**src/rtl/cmp_pkg.sv**
```systemverilog
// Shared types and result encodings for the bit-serial magnitude comparator.
package cmp_pkg;

  typedef enum logic [1:0] {
    IDLE    = 2'd0,
    COMPARE = 2'd1,
    HOLD    = 2'd2
  } state_t;

  // Result encodings in {e, g, l} order.
  localparam logic [2:0] RES_NONE = 3'b000;
  localparam logic [2:0] RES_EQ   = 3'b100;
  localparam logic [2:0] RES_GT   = 3'b010;
  localparam logic [2:0] RES_LT   = 3'b001;

endpackage

```
**src/rtl/serial_mag_comparator.sv**
```systemverilog
// Bit-serial MSB-first magnitude comparator: the first differing bit decides the result,
// which is held with valid/ready until the consumer takes it.
module serial_mag_comparator
  import cmp_pkg::*;
#(
  parameter int MAX_BITS = 32,
  parameter int CNT_W    = $clog2(MAX_BITS + 1)
) (
  input  logic             clk,
  input  logic             rst_n,
  input  logic             in_valid,
  output logic             in_ready,
  input  logic             a_bit,
  input  logic             b_bit,
  input  logic             in_last,
  output logic             res_valid,
  input  logic             res_ready,
  output logic             e,
  output logic             g,
  output logic             l,
  output logic [CNT_W-1:0] bit_count,
  output logic             overflow
);

  localparam logic [CNT_W-1:0] CNT_MAX = CNT_W'(MAX_BITS);
  localparam logic [CNT_W-1:0] CNT_ONE = CNT_W'(1);

  state_t           state_q, state_d;
  logic             decided_q, decided_d;
  logic             dir_q, dir_d;
  logic             ovf_q, ovf_d;
  logic [CNT_W-1:0] cnt_q, cnt_d;
  logic             res_valid_q, res_valid_d;
  logic [2:0]       res_q, res_d;
  logic [CNT_W-1:0] bc_q, bc_d;
  logic             ovo_q, ovo_d;

  // Word state as it stands once the current beat is folded in.
  logic             dec_b, dir_b, ovf_b;
  logic [CNT_W-1:0] cnt_b;
  logic             accept;

  assign in_ready = (state_q != HOLD);
  assign accept   = in_valid && in_ready;

  always_comb begin
    state_d     = state_q;
    decided_d   = decided_q;
    dir_d       = dir_q;
    ovf_d       = ovf_q;
    cnt_d       = cnt_q;
    res_valid_d = res_valid_q;
    res_d       = res_q;
    bc_d        = bc_q;
    ovo_d       = ovo_q;

    // A beat taken in IDLE opens a fresh word; otherwise it extends the current one.
    if (state_q == IDLE) begin
      dec_b = 1'b0;
      dir_b = 1'b0;
      ovf_b = 1'b0;
      cnt_b = CNT_ONE;
    end else begin
      dec_b = decided_q;
      dir_b = dir_q;
      ovf_b = ovf_q || (cnt_q == CNT_MAX);
      cnt_b = (cnt_q == CNT_MAX) ? CNT_MAX : cnt_q + CNT_ONE;
    end
    if (!dec_b && (a_bit != b_bit)) begin
      dec_b = 1'b1;
      dir_b = a_bit;
    end

    if (accept) begin
      decided_d = dec_b;
      dir_d     = dir_b;
      ovf_d     = ovf_b;
      cnt_d     = cnt_b;
      if (in_last) begin
        state_d     = HOLD;
        res_valid_d = 1'b1;
        res_d       = !dec_b ? RES_EQ : (dir_b ? RES_GT : RES_LT);
        bc_d        = cnt_b;
        ovo_d       = ovf_b;
      end else begin
        state_d = COMPARE;
      end
    end else if (state_q == HOLD && res_ready) begin
      state_d     = IDLE;
      res_valid_d = 1'b0;
      res_d       = RES_NONE;
    end
  end

  always_ff @(posedge clk or negedge rst_n) begin
    if (!rst_n) begin
      state_q     <= IDLE;
      decided_q   <= 1'b0;
      dir_q       <= 1'b0;
      ovf_q       <= 1'b0;
      cnt_q       <= '0;
      res_valid_q <= 1'b0;
      res_q       <= RES_NONE;
      bc_q        <= '0;
      ovo_q       <= 1'b0;
    end else begin
      state_q     <= state_d;
      decided_q   <= decided_d;
      dir_q       <= dir_d;
      ovf_q       <= ovf_d;
      cnt_q       <= cnt_d;
      res_valid_q <= res_valid_d;
      res_q       <= res_d;
      bc_q        <= bc_d;
      ovo_q       <= ovo_d;
    end
  end

  assign res_valid   = res_valid_q;
  assign {e, g, l}   = res_q;
  assign bit_count   = bc_q;
  assign overflow    = ovo_q;

endmodule
```
**config.mk**
```make
export PLATFORM = sky130hd
export DESIGN_NAME = serial_mag_comparator
export DESIGN_NICKNAME = d
export VERILOG_FILES = /design/src/rtl/cmp_pkg.sv /design/src/rtl/serial_mag_comparator.sv
export SDC_FILE = /design/constraint.sdc
export NUM_CORES = 1
export LEC_CHECK = 0
export CAP_MARGIN = 20
export CORE_MARGIN = 1
export CORE_UTILIZATION = 40
export CTS_BUF_LIST = sky130_fd_sc_hd__clkbuf_2 sky130_fd_sc_hd__clkbuf_4 sky130_fd_sc_hd__clkbuf_8
export DETAILED_ROUTE_END_ITERATION = 10
export PLACE_DENSITY_LB_ADDON = 0.08
export SLEW_MARGIN = 10
export SYNTH_ARGS = -nofsm -noshare
export SYNTH_HDL_FRONTEND = slang
export SYNTH_SLANG_ARGS = --single-unit
```
**constraint.sdc**
```tcl
create_clock -name clk -period 3.8 [get_ports clk]
set_input_delay 0.38 -clock clk [delete_from_list [all_inputs] [get_ports clk]]
set_output_delay 0.38 -clock clk [all_outputs]
set_load 0.01 [all_outputs]
```
# Word level (Yosys, flattened, before mapping)
# Index checks and enable logic that the tools add are counted.
# W data, S select, Z words.
# totals
out_inout_bits	12
ff_bits	22
# op_classes
reduce_logical	9
n_mux	18
eq_ne	5
n_addsub	1
# ops
op	count
$mux W3	4
$mux W6	2
$mux W1	8
$mux W2	4
$add A6 B1 Y6 const B	1
$eq A6 B6 Y1 const B	1
$ne A2 B2 Y1 const B	2
$reduce_and A2 Y1	2
$logic_and A1 B1 Y1	3
$eq A2 B2 Y1 const B	1
$logic_not A2 Y1	1
$reduce_bool A2 Y1	1
$logic_not A1 Y1	1
$logic_or A1 B1 Y1	1
$ne A1 B1 Y1	1

# Longest topological paths before layout
# Gate-level depths: netlist of the first run.
# depth
ltp_word	9
ltp_mapped	6
depth_no_buf	6

# Least setup slack after synthesis of the first run
# OpenSTA, ideal clock, no wires.
# synth_path
path_kind	reg-to-reg
from	register cnt_q[0]
to	register cnt_q[2]
n_path_buf	0
path_slack_ns	2.448
synth_period_minus_slack_ns	1.352
arrival_time_ns	1.286
path_stages_with_launch	7
path_cell_list	dfrtp_1 -> inv_1 -> ha_1 -> nor4b_4 -> and2_4 -> o31ai_1 -> a22o_1
# synth_via
elab_chain_cells	3
elab_cells_between_ends	4
cone_classes	1 x add/sub; 1 x eq/ne; 2 x mux
# synth_rtl
element	line	source
start: declaration	serial_mag_comparator.sv:32	logic [CNT_W-1:0] cnt_q, cnt_d;
start signal: assignment	serial_mag_comparator.sv:111	cnt_q <= cnt_d;
$add A6 B1 Y6 or $eq A6 B6 Y1 (tied branches)	serial_mag_comparator.sv:67	cnt_b = (cnt_q == CNT_MAX) ? CNT_MAX : cnt_q + CNT_ONE;
$mux W6 *	serial_mag_comparator.sv:67	
$mux W6 *	serial_mag_comparator.sv:58	if (state_q == IDLE) begin
# Mark *: on every way between the ends. The rest lies on a longest branch, timed or not.
# A chain may end at the register's enable or synchronous reset.

# Worst setup path in the final report of the first run
# layout_path
from	register state_q[0]
to	output in_ready
# layout_via
elab_chain_cells	1
# layout_rtl
element	line	source
start: declaration	serial_mag_comparator.sv:28	state_t state_q, state_d;
start signal: assignment	serial_mag_comparator.sv:107	state_q <= state_d;
$ne A2 B2 Y1	serial_mag_comparator.sv:43	assign in_ready = (state_q != HOLD);
end: declaration	serial_mag_comparator.sv:12	output logic in_ready,
# Every way passes these cells.

==> results of run 1 <==
[layout make-up]
type                            count  area, um2
Sequential cell                    22        551
Clock buffer                        3       22.5
Inverter                            6       22.5
Tap cell                           30       37.5
Multi-Input combinational cell     81        524
Timing Repair Buffer               19        195
Fill cell                         258       1180
Clock inverter                      1       30.0
[Yosys cell counts (all sizes together) (2+ instances only)]
| cell type | instances | area, um2 |
|---|---|---|
| nand3 | 6 | 30.0 |
| xor2 | 4 | 35.0 |
| ha | 2 | 25.0 |
| a32o | 5 | 50.1 |
| nand2b | 4 | 25.0 |
| nor2b | 2 | 12.5 |
| and2 | 3 | 21.3 |
| a21oi | 3 | 15.0 |
| inv | 6 | 22.5 |
| o31ai | 4 | 30.0 |
| nor2 | 5 | 18.8 |
| a22o | 2 | 17.5 |
| o21ai | 12 | 60.1 |
| nand2 | 16 | 60.1 |
| xnor2 | 2 | 17.5 |
| dfrtp | 22 | 551 |
| buf | 5 | 31.3 |
[logic make-up (layout without fill, tap and decap cells)]
kind of cell               count (synthesis)  in the layout
AOI/OAI and AO/OA                         34             34
xor gates and xnor gates                   6              6
and+or+nand+nor                           39             39
buffers and inverters                     11             29
adders and majority gates                  2              2
DFF                                       22             22
[per-layer routing]
metal | wire (um) | track usage | share of wire
met5 | 0 | 0 | 0
met3 | 51 | 0.0246 | 0.021
met4 | 12 | 0.0625 | 0.0050
met1 | 1100 | 0.228 | 0.46
met2 | 1220 | 0.307 | 0.51
[worst paths after layout]
check / startpoint / end / slack, ps / cells past startpoint
min in group clk: bit_count[4] / bit_count[4] / 510 / 2
min reg2reg: bit_count[4] / bit_count[4] / 510 / 2
min: rst_n / bit_count[4] / 280 / 1
max in group asynchronous: rst_n / decided_q / 3120 / 2
max: state_q[0] / in_ready / 1660 / 2
max reg2reg: state_q[0] / res_q[0] / 2230 / 3
[flip-flops by register name, indices dropped and copies added, names as in the netlist]
register,cells
bit_count,6
cnt_q,6
decided_q,1
dir_q,1
overflow,1
ovf_q,1
res_q,3
res_valid,1
state_q,2
[per-stage QoR]
step                area, um2  worst slack [ps]  hold WS (ps)
floorplan                1130              2450          84.4
global placement         1320              1750           464
detailed placement       1320              1690           482
CTS                      1370              1650           512
global route             1380              1530           293
finish                   1380              1660           284
[power breakdown]
| part | switching [mW] | internal [mW] | total [mW] | leakage, nW |
|---|---|---|---|---|
| Sequential | 0.117 | 0.334 | 0.450 | 0.274 |
| Combinational | 0.188 | 0.236 | 0.425 | 0.288 |
| Clock | 0.0770 | 0.107 | 0.184 | 0.0279 |
| Total | 0.382 | 0.677 | 1.06 | 0.590 |
==> flow_summary.ini, run 1 <==
[floorplanning]
core-area_um2 = 2570
placementRows = 18
ios = 19
fp.dieH_um = 55.1
initial_core_util = 0.440
fp.dieW_um = 55.1
die_area_um2 = 3040

[clocking]
cts_buffer_depth = 2
clkSinkCount = 22
cts.repair.resized = 0
cts_hold_buf = 0
post_cts_buffers = 0
htree_levels = 1
clock_latency_ps = 310
cts_root_buf = clkbuf_4
cts_buffers = 3
cts_tree = yes
cts.clk_slew.worst_paths_ps = 130

[synthesis]
synthAdderAreaFrac = 0.0222
synthesis.area_um2 = 1130
syn-num-nets = 123
synth_compound_area_frac = 0.214
yosysSeqAreaShare = 0.488
synth-async-reset-ratio = 1.00
synth_cells = 114
synth_edf_count = 0
ys.flop_type = dfrtp_1
postSynthAreaPerCell_um2 = 9.90
synth_top_family_by_area = compound AO/OA/AOI/OAI gates
synth_simple_gate_area_share = 0.182
yosys_register_bits = 22
synth_xor_area_frac = 0.0466
ys_types = 32
yosysWarnings = 0
synthMuxAreaShare = 0

[global_route]
grt_use_total = 0.179
grt_pass1_wl_um = 3730
grt_max_degree = 23
grt_pass1_vias = 807
grt_overflow = 0
antenna_found_initial = 0

[finish]
final_cell_mix = 22 x dfrtp_1, 18 x clkdlybuf4s50_1, 16 x nand2_1
final_common_cell = dfrtp_1
final_core_util = 0.538
fin_cells = 162
drive_gt1_frac = 0.0682
area.growth.synth_to_final_pct = 22.5
n_antenna_cell = 0
finalNetCount = 142

[status]
status = complete, no violations

[drt]
drt_iter0_drc = 11
ant_nets = 0
routed_wl_um = 2390
num_vias = 882
via_per_inst = 5.44
drc_errors = 0
first_pass_iters = 4
avgRoutedWirePerCell_um = 14.8

[timing]
timing.final.crit_share = 0.563
tightest_slew_ps = 471
skew_ps = 2.61
worst_slew_margin_rel = 0.686
fmax_mhz = 468
period_minus_slack_ps = 2140
hold_viol = 0
rsz0062_at_grt = false
drv_slew = 0
setup_viol = 0
finalSetupTns_ps = 0

[worst_setup_path]
start_kind = flip-flop
worstPathArrival_ps = 1760
cp_data_required_time_ps = 3420
slowest_stage = dfrtp_1
path_class = flip-flop to output port
max_stage_delay_ps = 660
crit_family = flip-flops
path_max_fanout = 15
crit_chain = nand2b_1, clkdlybuf4s50_1
cp.buffers_inverters = 1
cp-end-kind = output port

[flow_run]
cap_violations = 0

[place]
place_congestion = 0.806
io_buffers = 18
place_inst = 157
dp_hpwl_um = 1770

[worst_hold_path]
hold_path.class = input port to asynchronous set/reset pin

[power]
power.total_mw = 1.06
power_density_nw_per_um2 = 766
irDropWorstVdd_uv = 407
p_leak_nw = 0.590
No activity file was read; power rests on OpenSTA's default activity.
==> run 2: changes to the inputs <==
==> constraint.sdc (replaced) <==
create_clock -name clk -period 2.1 [get_ports clk]
set_input_delay 0.21 -clock clk [delete_from_list [all_inputs] [get_ports clk]]
set_output_delay 0.21 -clock clk [all_outputs]
set_load 0.01 [all_outputs]
==> run 2 against run 1 <==
Clock-buffer cell count up 1. Clock skew up 0.62 ps. Via count up 4.0%. Clock power up 27%. Sequential cell count unchanged. Sequential share of layout area up 0.25 points. Global-route usage up 1.4 points. Largest power group unchanged. Non-clock buffer count up 2. Combinational power up 88%. Power up 73%. Core utilization down 0.34 points. Final area down 0.63%.
==> flow_summary.ini, run 2 (synthesis results as in run 1) <==
[timing]
skew_ps = 3.23
drv_slew = 0
worst_slew_margin_rel = 0.741
tightest_slew_ps = 387
fmax_mhz = 564
setup_slack_ps = 328
setup_viol = 0
finalSetupTns_ps = 0
hold_viol = 0
rsz0062_at_grt = false
timing.final.crit_share = 0.844
period_minus_slack_ps = 1770

[worst_hold_path]
hold_path.class = input port to asynchronous set/reset pin

[clocking]
cts_buffer_depth = 2
htree_levels = 1
cts.repair.resized = 0
cts_buffers = 3
cts_hold_buf = 0
post_cts_buffers = 0
cts.clk_slew.worst_paths_ps = 120
cts_root_buf = clkbuf_4
cts_tree = yes
clkSinkCount = 22
clock_latency_ps = 300

[global_route]
antenna_found_initial = 0
grt_pass1_vias = 846
grt_pass1_wl_um = 3970
grt_use_total = 0.193
grt_overflow = 0
grt_max_degree = 23

[flow_run]
cap_violations = 0

[drt]
num_vias = 917
via_per_inst = 5.59
drt_iter0_drc = 19
drc_errors = 0
avgRoutedWirePerCell_um = 14.8
routed_wl_um = 2420
first_pass_iters = 4
ant_nets = 0

[worst_setup_path]
crit_chain = nand2b_1, clkdlybuf4s50_1
crit_family = buffers and inverters
cp.buffers_inverters = 1
cp-end-kind = output port
start_kind = flip-flop
path_class = flip-flop to output port
rr_endpoint = cnt_q[2]
worstPathArrival_ps = 1560
ff2ff_path_depth = 6
cp.depth = 2
crit_path_end = in_ready
max_stage_delay_ps = 560
path_max_fanout = 9
slowest_stage = clkdlybuf4s50_1
cp-startpoint = state_q[1]
reg2reg_from = cnt_q[0]
regToRegSetupSlack_ps = 540
cp_data_required_time_ps = 1890

[floorplanning]
fp.dieW_um = 55.1
ios = 19
initial_core_util = 0.440
die_area_um2 = 3040
core-area_um2 = 2570
placementRows = 18
fp.dieH_um = 55.1

[status]
status = complete, no violations

[place]
place_congestion = 0.787
preCtsSetupSlack_ps = 393
io_buffers = 18
dp_hpwl_um = 1800
place_inst = 160

[finish]
n_antenna_cell = 0
fin_cells = 164
n_fill_cell = 236
final_cell_mix = 22 x dfrtp_1, 18 x clkdlybuf4s50_1, 16 x nand2_1
final_common_cell = dfrtp_1
finalNetCount = 144
area.growth.synth_to_final_pct = 21.7
drive_gt1_frac = 0.0821

[power]
power_density_nw_per_um2 = 1330
p_leak_nw = 0.591
irDropWorstVdd_uv = 668
power.total_mw = 1.83
==> run 2: cell count changes in the layout (fill, tap and decap cells not counted), sizes merged <==
cell,previous run,this run
clkbuf,3,4
bufinv,1,0
buf,1,3
==> run 2: report_power, final <==
part / internal, mW / switching [mW] / total [mW]
Sequential: 0.604 / 0.194 / 0.798
Combinational: 0.434 / 0.363 / 0.798
Clock: 0.106 / 0.129 / 0.234
Total: 1.14 / 0.686 / 1.83
==> run 2: cell type report <==
type / count / area, um2 / share of cell area
tap: 30 / 37.5 / 0.0273
clock buffer: 4 / 36.3 / 0.0264
inverter: 6 / 22.5 / 0.0164
timing repair buffer: 21 / 203 / 0.148
multi-input combinational: 81 / 524 / 0.382
sequential: 22 / 551 / 0.401
==> run 2: worst min-delay path by stage <==
stage / endpoint / slack [ps] / depth (start not counted)
floorplan: bit_count[0] / -90 / 0
global placement: bit_count[3] / 460 / 2
detailed placement: bit_count[3] / 470 / 2
CTS: overflow / 230 / 2
global route: bit_count[0] / 280 / 2
finish: overflow / 230 / 2
==> run 2: metrics by stage <==
| step | hold WS (ps) | util | area [um2] |
|---|---|---|---|
| after floorplan | -85.6 | - | 1130 |
| after global placement | 465 | 0.521 | 1340 |
| after detailed placement | 467 | 0.521 | 1340 |
| after CTS | 232 | 0.535 | 1370 |
| after global routing | 279 | 0.535 | 1370 |
| final | 230 | 0.535 | 1370 |
==> run 2: metal layers <==
metal	vias up	global-route usage	share of wire	wire, um
li1	448	-	-	-
met1	439	0.243	0.44	1070
met2	28	0.319	0.51	1240
met3	2	0.0273	0.040	97
met4	0	0.0958	0.0079	19
met5	-	0	0	0
==> run 2: worst register-to-register path: cells and delay by family (launching register included) <==
kind	cells	cell delay, ps
AOI/OAI and AO/OA	2	410
DFF	1	470
adders and majority gates	1	210
and+or+nand+nor	2	310
buffers and inverters	1	90
==> run 3: changes to the inputs <==
==> constraint.sdc (replaced) <==
create_clock -name clk -period 1.75 [get_ports clk]
set_input_delay 0.175 -clock clk [delete_from_list [all_inputs] [get_ports clk]]
set_output_delay 0.175 -clock clk [all_outputs]
set_load 0.01 [all_outputs]
==> run 3 against run 2 <==
Combinational power up 25%. Wire length about the same. Die area is the same. Clock power barely moved. Worst setup slack worse by 230 ps. Sequential power up 18%. Via count is 0.87% higher. Hold slack got worse by 12 ps. Critical path type unchanged. Critical endpoint unchanged. Largest power group is now combinational cells. Highest routed layer unchanged.
==> flow_summary.ini, run 3 (synthesis results as in run 1) <==
[place]
dp_hpwl_um = 1780
placed_cell_area_um2 = 1350
io_buffers = 18
place_congestion = 0.860
preCtsSetupSlack_ps = 181

[finish]
drive_gt1_frac = 0.109
n_fill_cell = 243
design_area_um2 = 1390
final_cell_mix = 21 x dfrtp_1, 18 x clkdlybuf4s50_1, 16 x nand2_1
area.growth.synth_to_final_pct = 23.3
finalNetCount = 148
final_common_cell = dfrtp_1
n_antenna_cell = 0

[worst_setup_path]
cp_data_required_time_ps = 1570
start_kind = flip-flop
path_class = flip-flop to output port
worstPathArrival_ps = 1470
cp-end-kind = output port
path_max_fanout = 5

[power]
power.total_mw = 2.17
pwr-share-seq = 0.433
p_sw_frac = 0.378
irDropWorstVdd_uv = 977
clock_power_share = 0.107
p_leak_nw = 0.602
power_density_nw_per_um2 = 1560
power.internal_mw = 1.35
combPwrFrac = 0.459
p_sw_mw = 0.821

[floorplanning]
fp.dieH_um = 55.1
ios = 19
core-area_um2 = 2570
fp.dieW_um = 55.1
initial_core_util = 0.440
placementRows = 18
die_area_um2 = 3040

[global_route]
grt_overflow = 0
grt_max_degree = 23
grt_use_total = 0.190
grt_pass1_wl_um = 4040
antenna_found_initial = 0
grt_pass1_vias = 882

[timing]
hold_viol = 0
timing.final.crit_share = 0.942
drv_slew = 0
whs_ps = 219
finalSetupTns_ps = 0
skew_ps = 2.97
worst_slew_margin_rel = 0.725
tightest_slew_ps = 411
period_minus_slack_ps = 1650
setup_viol = 0
fmax_mhz = 607
setup_slack_ps = 102
rsz0062_at_grt = false

[clocking]
cts.clk_slew.worst_paths_ps = 120
cts_tree = yes
clkSinkCount = 22
cts_buffer_depth = 2
cts_hold_buf = 0
clock_latency_ps = 300
cts_buffers = 3
htree_levels = 1
cts_root_buf = clkbuf_4

[drt]
num_vias = 925
routed_wl_um = 2420
avgRoutedWirePerCell_um = 14.5
ant_nets = 0
drc_errors = 0
drt_iter0_drc = 19
first_pass_iters = 4
via_per_inst = 5.54

[flow_run]
cap_violations = 0

[status]
status = complete, no violations

[worst_hold_path]
hold_path.class = input port to asynchronous set/reset pin
-- run 3: changes by cell type in the layout (fill, tap and decap cells not counted) --
cell / delta
clkbuf_8: -1
dfrtp_2: +1
buf_4: +4
dfrtp_1: -1
-- run 3: per-layer routing --
layer	share of wire	global-route usage
met1	0.52	0.270
met2	0.44	0.285
met3	0.029	0.0301
met4	0.014	0.0792
met5	0	0
-- run 3: power by group through the flow --
| stage | combinational [mW] | sequential (mW) | clock [mW] |
|---|---|---|---|
| after floorplan | 0.581 | 0.949 | 0 |
| after global placement | 0.970 | 0.947 | 0 |
| after detailed placement | 0.981 | 0.951 | 0 |
| after CTS | 0.984 | 0.942 | 0.239 |
| after global routing | 1.12 | 0.977 | 0.258 |
| final | 0.998 | 0.942 | 0.233 |
-- run 3: stage by stage --
stage,utilization,cells
global route,0.542,167
CTS,0.536,165
finish,0.542,167
global placement,0.527,162
floorplan,-,114
detailed placement,0.527,162
-- run 3: worst max-delay path, cell delays in order, from the launching register on --
cell and delay (ps):
dfrtp_2 420, nand2b_1 190, clkdlybuf4s50_1 560
-- run 3: final cells by class --
cell class	count	area [um2]	share of cell area
Tap cell	30	37.5	0.0270
Inverter	6	22.5	0.0162
Sequential cell	22	552	0.397
Clock buffer	3	22.5	0.0162
Multi-Input combinational cell	81	524	0.377
Timing Repair Buffer	25	233	0.167
-- run 3: path summary, 6_finish.rpt --
kind                         startpoint      endpoint  slack, ps  cells after the start
min reg2reg                bit_count[2]  bit_count[2]        490                      2
min                               rst_n  bit_count[2]        220                      2
max                          state_q[0]      in_ready        100                      2
max reg2reg                    cnt_q[0]      cnt_q[2]        220                      6
max in group asynchronous         rst_n    state_q[0]       1290                      2
min in group clk           bit_count[2]  bit_count[2]        490                      2
-- run 3: repair_timing --
action | 4_1_cts | 5_1_grt
endpoints found under the setup margin | 1 | 1
resized for setup | 1 | 0
pin swaps | 0 | 0
buffers inserted | 0 | 2
